`config.mk`:
```
export PLATFORM = sky130hd
export DESIGN_NAME = pc_sequencer_flat
export DESIGN_NICKNAME = d
export VERILOG_FILES = /design/src/rtl/pc_sequencer_pkg.sv /design/src/rtl/pc_sequencer_if.sv /design/src/rtl/pc_sequencer.sv /design/src/flat_wrapper.sv
export SDC_FILE = /design/constraint.sdc
export NUM_CORES = 1
export LEC_CHECK = 0
export CAP_MARGIN = 20
export CORE_MARGIN = 4
export CORE_UTILIZATION = 36
export CTS_BUF_LIST = sky130_fd_sc_hd__clkbuf_16
export CTS_CLUSTER_DIAMETER = 60
export CTS_CLUSTER_SIZE = 28
export DETAILED_ROUTE_END_ITERATION = 8
export HOLD_SLACK_MARGIN = 0.06
export PLACE_DENSITY = 0.87
export SYNTH_ARGS = -nofsm -noshare
export SYNTH_HDL_FRONTEND = slang
export SYNTH_SLANG_ARGS = --single-unit
```
`constraint.sdc`:
```
create_clock -name clk -period 1.8 [get_ports clk]
set_clock_uncertainty 0.2 [all_clocks]
set_input_delay 0.36 -clock clk [delete_from_list [all_inputs] [get_ports clk]]
set_output_delay 0.36 -clock clk [all_outputs]
set_load 0.02 [all_outputs]
```
`src/rtl/pc_sequencer_pkg.sv`:
```
// Shared control encodings: sequencer states, trap cause codes and next-PC op codes.
package pc_sequencer_pkg;

  localparam int XLEN    = 32;
  localparam int CAUSE_W = 4;

  typedef enum logic [1:0] {
    ST_RUN  = 2'd0,
    ST_TRAP = 2'd1,
    ST_RET  = 2'd2
  } seq_state_e;

  localparam logic [CAUSE_W-1:0] CAUSE_MISALIGN = 4'd0;

  // Op codes consumed by the external next-PC unit.
  typedef enum logic [1:0] {
    NPC_PC4    = 2'd0,
    NPC_BRANCH = 2'd1,
    NPC_JUMP   = 2'd2,
    NPC_JREG   = 2'd3
  } npc_op_e;

  function automatic logic is_misaligned(input logic [XLEN-1:0] addr);
    return addr[1:0] != 2'b00;
  endfunction

endpackage

```
`src/rtl/pc_sequencer_if.sv`:
```
// Bundle between the pipeline / next-PC unit (master) and the PC sequencer (slave).
interface pc_sequencer_if;
  import pc_sequencer_pkg::*;

  logic               stall;
  logic [XLEN-1:0]    npc;
  logic               exce_req;
  logic [CAUSE_W-1:0] exce_cause;
  logic [XLEN-1:0]    exce_epc;
  logic               mret;

  logic [XLEN-1:0]    pc;
  logic               exce;
  logic [XLEN-1:0]    exce_pc;
  logic               flush;
  logic [XLEN-1:0]    mepc;
  logic [CAUSE_W-1:0] mcause;
  logic               busy;

  modport master (
    output stall, npc, exce_req, exce_cause, exce_epc, mret,
    input  pc, exce, exce_pc, flush, mepc, mcause, busy
  );

  modport slave (
    input  stall, npc, exce_req, exce_cause, exce_epc, mret,
    output pc, exce, exce_pc, flush, mepc, mcause, busy
  );

endinterface

```
`src/rtl/pc_sequencer.sv`:
```
// PC register plus a RUN/TRAP/RET sequencer that redirects the external next-PC unit
// on exceptions, misaligned targets and trap returns.
module pc_sequencer
  import pc_sequencer_pkg::*;
#(
  parameter logic [31:0] RESET_PC = 32'h0000_0000,
  parameter logic [31:0] MTVEC    = 32'h0000_0100
) (
  input  logic           clk,
  input  logic           rst,
  pc_sequencer_if.slave  bus
);

  seq_state_e         state_reg,  state_next;
  logic [XLEN-1:0]    pc_reg,     pc_next;
  logic [XLEN-1:0]    mepc_reg,   mepc_next;
  logic [CAUSE_W-1:0] mcause_reg, mcause_next;

  always_ff @(posedge clk) begin
    if (rst) begin
      state_reg  <= ST_RUN;
      pc_reg     <= RESET_PC;
      mepc_reg   <= '0;
      mcause_reg <= '0;
    end else begin
      state_reg  <= state_next;
      pc_reg     <= pc_next;
      mepc_reg   <= mepc_next;
      mcause_reg <= mcause_next;
    end
  end

  always_comb begin
    state_next  = state_reg;
    pc_next     = pc_reg;
    mepc_next   = mepc_reg;
    mcause_next = mcause_reg;
    bus.exce    = 1'b0;
    bus.exce_pc = '0;
    bus.flush   = 1'b0;

    case (state_reg)
      ST_RUN: begin
        // An exception request wins over a simultaneous mret, which is dropped.
        if (bus.exce_req) begin
          mepc_next   = bus.exce_epc;
          mcause_next = bus.exce_cause;
          state_next  = ST_TRAP;
        end else if (is_misaligned(bus.npc)) begin
          mepc_next   = pc_reg;
          mcause_next = CAUSE_MISALIGN;
          state_next  = ST_TRAP;
        end else if (bus.mret) begin
          state_next  = ST_RET;
        end else if (!bus.stall) begin
          pc_next     = bus.npc;
        end
      end
      ST_TRAP: begin
        bus.exce    = 1'b1;
        bus.exce_pc = MTVEC;
        bus.flush   = 1'b1;
        pc_next     = bus.npc;
        state_next  = ST_RUN;
      end
      ST_RET: begin
        bus.exce    = 1'b1;
        bus.exce_pc = mepc_reg;
        bus.flush   = 1'b1;
        pc_next     = bus.npc;
        state_next  = ST_RUN;
      end
      default: begin
        state_next  = ST_RUN;
      end
    endcase
  end

  assign bus.pc     = pc_reg;
  assign bus.mepc   = mepc_reg;
  assign bus.mcause = mcause_reg;
  assign bus.busy   = (state_reg != ST_RUN);

endmodule

```
`src/flat_wrapper.sv`:
```
// flat-port wrapper written by rule: the top's interface ports become plain ports
module pc_sequencer_flat import pc_sequencer_pkg::*;
#(
  parameter logic [31:0] RESET_PC = 32'h0000_0000,
  parameter logic [31:0] MTVEC    = 32'h0000_0100
)
  (clk, rst, bus_stall, bus_npc, bus_exce_req, bus_exce_cause, bus_exce_epc, bus_mret, bus_pc, bus_exce, bus_exce_pc, bus_flush, bus_mepc, bus_mcause, bus_busy);
  pc_sequencer_if bus_i ();
  input  logic clk;
  input  logic rst;
  input wire logic [$bits(bus_i.stall)-1:0] bus_stall;
  input wire logic [$bits(bus_i.npc)-1:0] bus_npc;
  input wire logic [$bits(bus_i.exce_req)-1:0] bus_exce_req;
  input wire logic [$bits(bus_i.exce_cause)-1:0] bus_exce_cause;
  input wire logic [$bits(bus_i.exce_epc)-1:0] bus_exce_epc;
  input wire logic [$bits(bus_i.mret)-1:0] bus_mret;
  output wire logic [$bits(bus_i.pc)-1:0] bus_pc;
  output wire logic [$bits(bus_i.exce)-1:0] bus_exce;
  output wire logic [$bits(bus_i.exce_pc)-1:0] bus_exce_pc;
  output wire logic [$bits(bus_i.flush)-1:0] bus_flush;
  output wire logic [$bits(bus_i.mepc)-1:0] bus_mepc;
  output wire logic [$bits(bus_i.mcause)-1:0] bus_mcause;
  output wire logic [$bits(bus_i.busy)-1:0] bus_busy;
  assign bus_i.stall = bus_stall;
  assign bus_i.npc = bus_npc;
  assign bus_i.exce_req = bus_exce_req;
  assign bus_i.exce_cause = bus_exce_cause;
  assign bus_i.exce_epc = bus_exce_epc;
  assign bus_i.mret = bus_mret;
  assign bus_pc = bus_i.pc;
  assign bus_exce = bus_i.exce;
  assign bus_exce_pc = bus_i.exce_pc;
  assign bus_flush = bus_i.flush;
  assign bus_mepc = bus_i.mepc;
  assign bus_mcause = bus_i.mcause;
  assign bus_busy = bus_i.busy;
  pc_sequencer #(.RESET_PC(RESET_PC), .MTVEC(MTVEC)) u_core (.clk(clk), .rst(rst), .bus(bus_i));
endmodule
```
# Yosys cells after proc, flatten, opt, wreduce, memory -nomap -nowiden
# Cells that the tools add are included.
[classes] div=0 bitwise_logic=1 reduce_logical=11 n_shift=0 mux=14 mul=0 n_eq_ne=6 n_lt_le_gt_ge=0 add_sub_neg=0
[op_table] cell="two-way mux 32 bit" n=6
[op_table] cell="case mux 32 bit (2 select lines)" n=2
[op_table] cell="two-way mux 4 bit" n=2
[op_table] cell="!= test 2 bit, second input constant" n=4
[op_table] cell="nonzero test 2 bit" n=4
[op_table] cell="AND reduction 5 bit" n=1
[op_table] cell="two-way mux 1 bit" n=4
[op_table] cell="OR reduction 2 bit" n=2
[op_table] cell="OR reduction 4 bit" n=1
[op_table] cell="nonzero test 3 bit" n=1
[op_table] cell="== test 2 x 1 -> 1 bit, second input constant" n=1
[op_table] cell="== test 2 bit, second input constant" n=1
[op_table] cell="logical NOT 2 bit" n=1
[op_table] cell="AND reduction 2 bit" n=1
[op_table] cell="inverter 1 bit" n=1
[word_totals] output_inout_bits=103 memories=0 latch_bits=0 mem_bits_rw=0 word_cells=37 regBits=70 mem_bits_ro=0

# Logic depth before layout (Yosys ltp)
[logic_depth] ltp_word=5 mapped_depth=8 depth_no_buf=5

# Worst setup path after synthesis
# OpenSTA, ideal clock, no wires.
[synth_timing] path_kind="register -> register" start="register u_core.state_reg[0]" end="register u_core.pc_reg[10] (netlist: u_core.bus.pc[10])" arrival_time_ps=1501 synth_period_minus_slack_ps=1773 path_stages_with_launch=8 slack_ps=27 setup_ps=72 cell_sequence="dfxtp_1 > inv_1 > ha_1 > buf_2 > o31a_4 > nor3_4 > buf_6 > mux2i_1"
[synth_via] elab_chain_cells=4
[synth_rtl] item="start: declaration" line_no="pc_sequencer.sv:14" rtl="seq_state_e state_reg, state_next;"
[synth_rtl] item="start signal: assignment" line_no="pc_sequencer.sv:26" rtl="state_reg <= state_next;"
[synth_rtl] item="== test 2 x 1 -> 1 bit / == test 2 bit (equally long branches)" line_no="pc_sequencer.sv:42" rtl="case (state_reg)"
[synth_rtl] item="OR reduction 2 bit (no source line)"
[synth_rtl] item="nonzero test 2 bit (no source line)"
[synth_rtl] item="AND reduction 5 bit (no source line)"
[synth_rtl] item="end signal: assignment" line_no="pc_sequencer.sv:27" rtl="pc_reg <= pc_next;"
[synth_rtl] item="end: declaration" line_no="pc_sequencer.sv:15" rtl="logic [XLEN-1:0] pc_reg, pc_next;"
# Parallel ways exist; a longest one is shown, timed or not.
# A chain may end at the register's enable or synchronous reset.

# Worst setup path after layout
[layout_timing] start="register u_core.state_reg[0]" end="output port bus_exce_pc[21]"
[layout_via] elab_chain_cells=2
[layout_rtl] item="== test 2 bit / == test 2 x 1 -> 1 bit (equally long branches)" line_no="pc_sequencer.sv:42"
[layout_rtl] item="case mux 32 bit (2 select lines) *" line_no="pc_sequencer.sv:42"
[layout_rtl] item="end: declaration" line_no="flat_wrapper.sv:19" rtl="output wire logic [$bits(bus_i.exce_pc)-1:0] bus_exce_pc;"
# Every way passes the cells marked *; elsewhere a longest branch is shown, timed or not.

==> impl_results.md <==
* Post-synthesis simple-gate area fraction at 23.1%
* Area of the die at 10900 µm²
* Largest area contributor in the netlist: dfxtp_1
* Most common cell in the netlist: dfxtp_1
* Footprint of the multi-input gates at 1880 µm²
* Hold EP: u_core.bus.mcause[0]
* Post-synthesis cell count at 351
* Dpl hpwl at 7600 µm
* Final non-filler cell total at about 650
* Max VDD drop at 410 µV
* # Max-Cap Violations at 0
* Hold Startpoint: u_core.bus.mcause[0]
* Critical R2R Capture: u_core.bus.pc[5]
* #FFs+latches synth at 70
* Syn Area/Cell at 9.55 µm²
* CP Capture Type: primary output
* FF/Latch Area at 1410 µm²
* Core area at 8890 µm²
* Antenna cells at 0
* Final GP Congestion at 0.773
* H-tree Lvls at 3
* GRT Total Usage at 18.4%
* Max Slew Vio Count at 0
* Synth Area in Adders at 1.49%
* Worst hold path type: flip-flop to flip-flop
* Gr ovfl total at 0
* Post-route DRC at 0
* Net Count, Synth at ~430
* Fin crit period at around 1.9 ns
* Largest family of logic cells by synthesized area: simple AND/OR/NAND/NOR gates
* Synth unique cells at 23
* Area Growth Syn to Fin at 70.5%
* Count of warnings emitted by yosys at 0
* Ports at 176
* WP data required at 1.24 ns
* Final setup TNS at -3.32 ns
* Synth Area in XOR/XNOR at 0%
* R2R depth at 9
* Nets at 612
* Skew-Pair Late Insertion Delay at 0.31 ns
* CP Data Arrival Time at between 1 and 1.5 ns
* Leakage Power at 2.63 nW
* Worst Setup Start Kind: flip-flop
* Via density at 4.91
* Die width at approximately 100 µm
* I/O Buffers at 175
* Synth top cells by count: dfxtp_1, nand2b_1, mux2i_1, nor2_1, a211oi_1
* Worst r2r src: u_core.state_reg[1]
* Final setup vio count at 46
* Post-synthesis compound-gate area fraction at 9.85%
* Period utilization at 106%
* FFs w/ async S/R, synth at 0%
* Die height at 105 µm
* DR pass1 iterations at 4
* Drt wl/cell at 16.5 µm
* Largest net degree at the start of global routing at 57
* Most used DFF post-synth: dfxtp_1
* Clk sinks at 70
* Clock Path Buffers at 2
* Power per cell area at roughly 770 nW/µm²
* CTS tree: done
* Final worst setup slack at -0.115 ns
* Design Area, Final at 5720 µm²
* Register area share after synthesis at 41.8%
* Hold buffer count at CTS at 0
* First-pass GRT wire length at between 15000 and 20000 µm
* Status: finished with violations
* Worst Setup Path Type: flip-flop to primary output
* Violations in the final reports: setup timing
* Row count at 34
* Synth top area share at 41.8%
* Max Freq at 0.522 GHz
* Unrepaired setup endpoints after global routing: true
* Most area-consuming cells after synthesis: dfxtp_1, mux2i_1, nand2b_1
* Total CTS buffers at 9
* DRT Wirelength at between 10000 and 15000 µm
* DP Area at between 5000 and 6000 µm²
* Final-layout fill cell count at 757
* Initial antenna violation count at 0
* Vias in the first global route at roughly 3300
* Via count at between 3000 and 4000
* Synthesized area at 3350 µm²
* Worst slew margin at between 80% and 90%
* Hold-critical path depth at 2
* DRT iter0 DRCs at 117
* Reg2Reg Setup Slack at -0.05 ns
* Post-synthesis mux area share at a little under a fifth
* Slew at the pin with the worst max-slew slack at 0.276 ns
* Clock slew at reported path FFs at 0.05 ns
* Overall Power at 4.39 mW
* Share of cells above drive strength 1 at 19.5%
* Inst Count DP at 624
* Post-DRT Antenna Nets at 0
* CP Max Fanout at 15
* Post-synth EDFFs at 0
* CTS root buf: clkbuf_16
* Initial core utilization at a little under two fifths
* Hold Fails Final Rpt at 0
per-stage QoR:
step / hold slack [ns] / utilization [%] / setup slack, ns
finish: 0.285 / 64.3 / -0.115
global route: 0.311 / 64.3 / -0.177
CTS: 0.286 / 60.3 / -0.100
detailed placement: 0.279 / 59.3 / -0.370
global placement: 0.266 / 59.3 / -0.317
floorplan: 0.281 / - / 0.0273
routing by layer:
metal / up-vias / routed length [µm] / share of wire, % / global-route usage (%)
met4: 0 / 219 / 2.0 / 7.88
met3: 19 / 651 / 6.1 / 4.28
met1: 1481 / 4280 / 40 / 20.8
met2: 114 / 5550 / 52 / 33.1
li1: 1564 / - / - / -
met5: - / 0 / 0 / 0
critical path, cell delays in order, from the launching register on:
cell     delay [ns]
dfxtp_2        0.35
inv_4          0.05
ha_4           0.19
buf_12         0.15
and2_1         0.15
buf_2          0.15
cell families (layout without fill, tap and decap cells):
logic type,after synthesis,in the layout
AND/OR/NAND/NOR,138,138
AO/OA/AOI/OAI,43,43
adder cells (fa/ha/maj),4,4
flip-flops,70,70
buffers and inverters,33,221
multiplexers,63,63
power breakdown:
group	internal (mW)	total, mW	switching, mW
clock	0.897	1.50	0.604
combinational	0.561	1.10	0.540
sequential	1.68	1.79	0.102
cell usage in the layout, fill, tap and decap left out, types with 3 or more instances in the layout:
| cell | instances |
|---|---|
| a211oi_1 | 29 |
| a211oi_2 | 3 |
| a32oi_1 | 4 |
| and2_1 | 13 |
| and2_4 | 18 |
| buf_12 | 8 |
| buf_2 | 10 |
| buf_4 | 12 |
| buf_6 | 31 |
| clkbuf_16 | 12 |
| clkdlybuf4s50_1 | 70 |
| dfxtp_1 | 68 |
| dlygate4sd2_1 | 68 |
| inv_1 | 4 |
| mux2i_1 | 63 |
| nand2b_1 | 64 |
| nor2_1 | 38 |
how the worst max path moves through the flow:
stage / start / endpoint / cells after the start
4_1_cts: u_core.state_reg[0] / bus_exce_pc[8] / 6
6_report: u_core.state_reg[0] / bus_exce_pc[21] / 5
3_3_place_gp: bus_npc[0] / u_core.bus.pc[5] / 5
3_5_place_dp: bus_npc[0] / u_core.bus.pc[7] / 5
5_1_grt: u_core.state_reg[0] / bus_exce_pc[8] / 6
2_1_floorplan: u_core.state_reg[0] / u_core.bus.pc[10] / 7
cell type report:
type	count	area share (%)
multi-input cells	248	32.8
inverters	3	0.284
clock inverters	6	0.416
repair buffers	203	35.6
clock buffers	9	3.94
well taps	108	2.36
flip-flops and latches	70	24.6
timing repair:
action	4_1_cts	5_1_grt
pin swaps	2	9
cloned	1	4
resized for setup	234	79
buffers inserted	1	2
endpoints found under the setup margin	167	98
No activity file was read; power rests on OpenSTA's default activity.
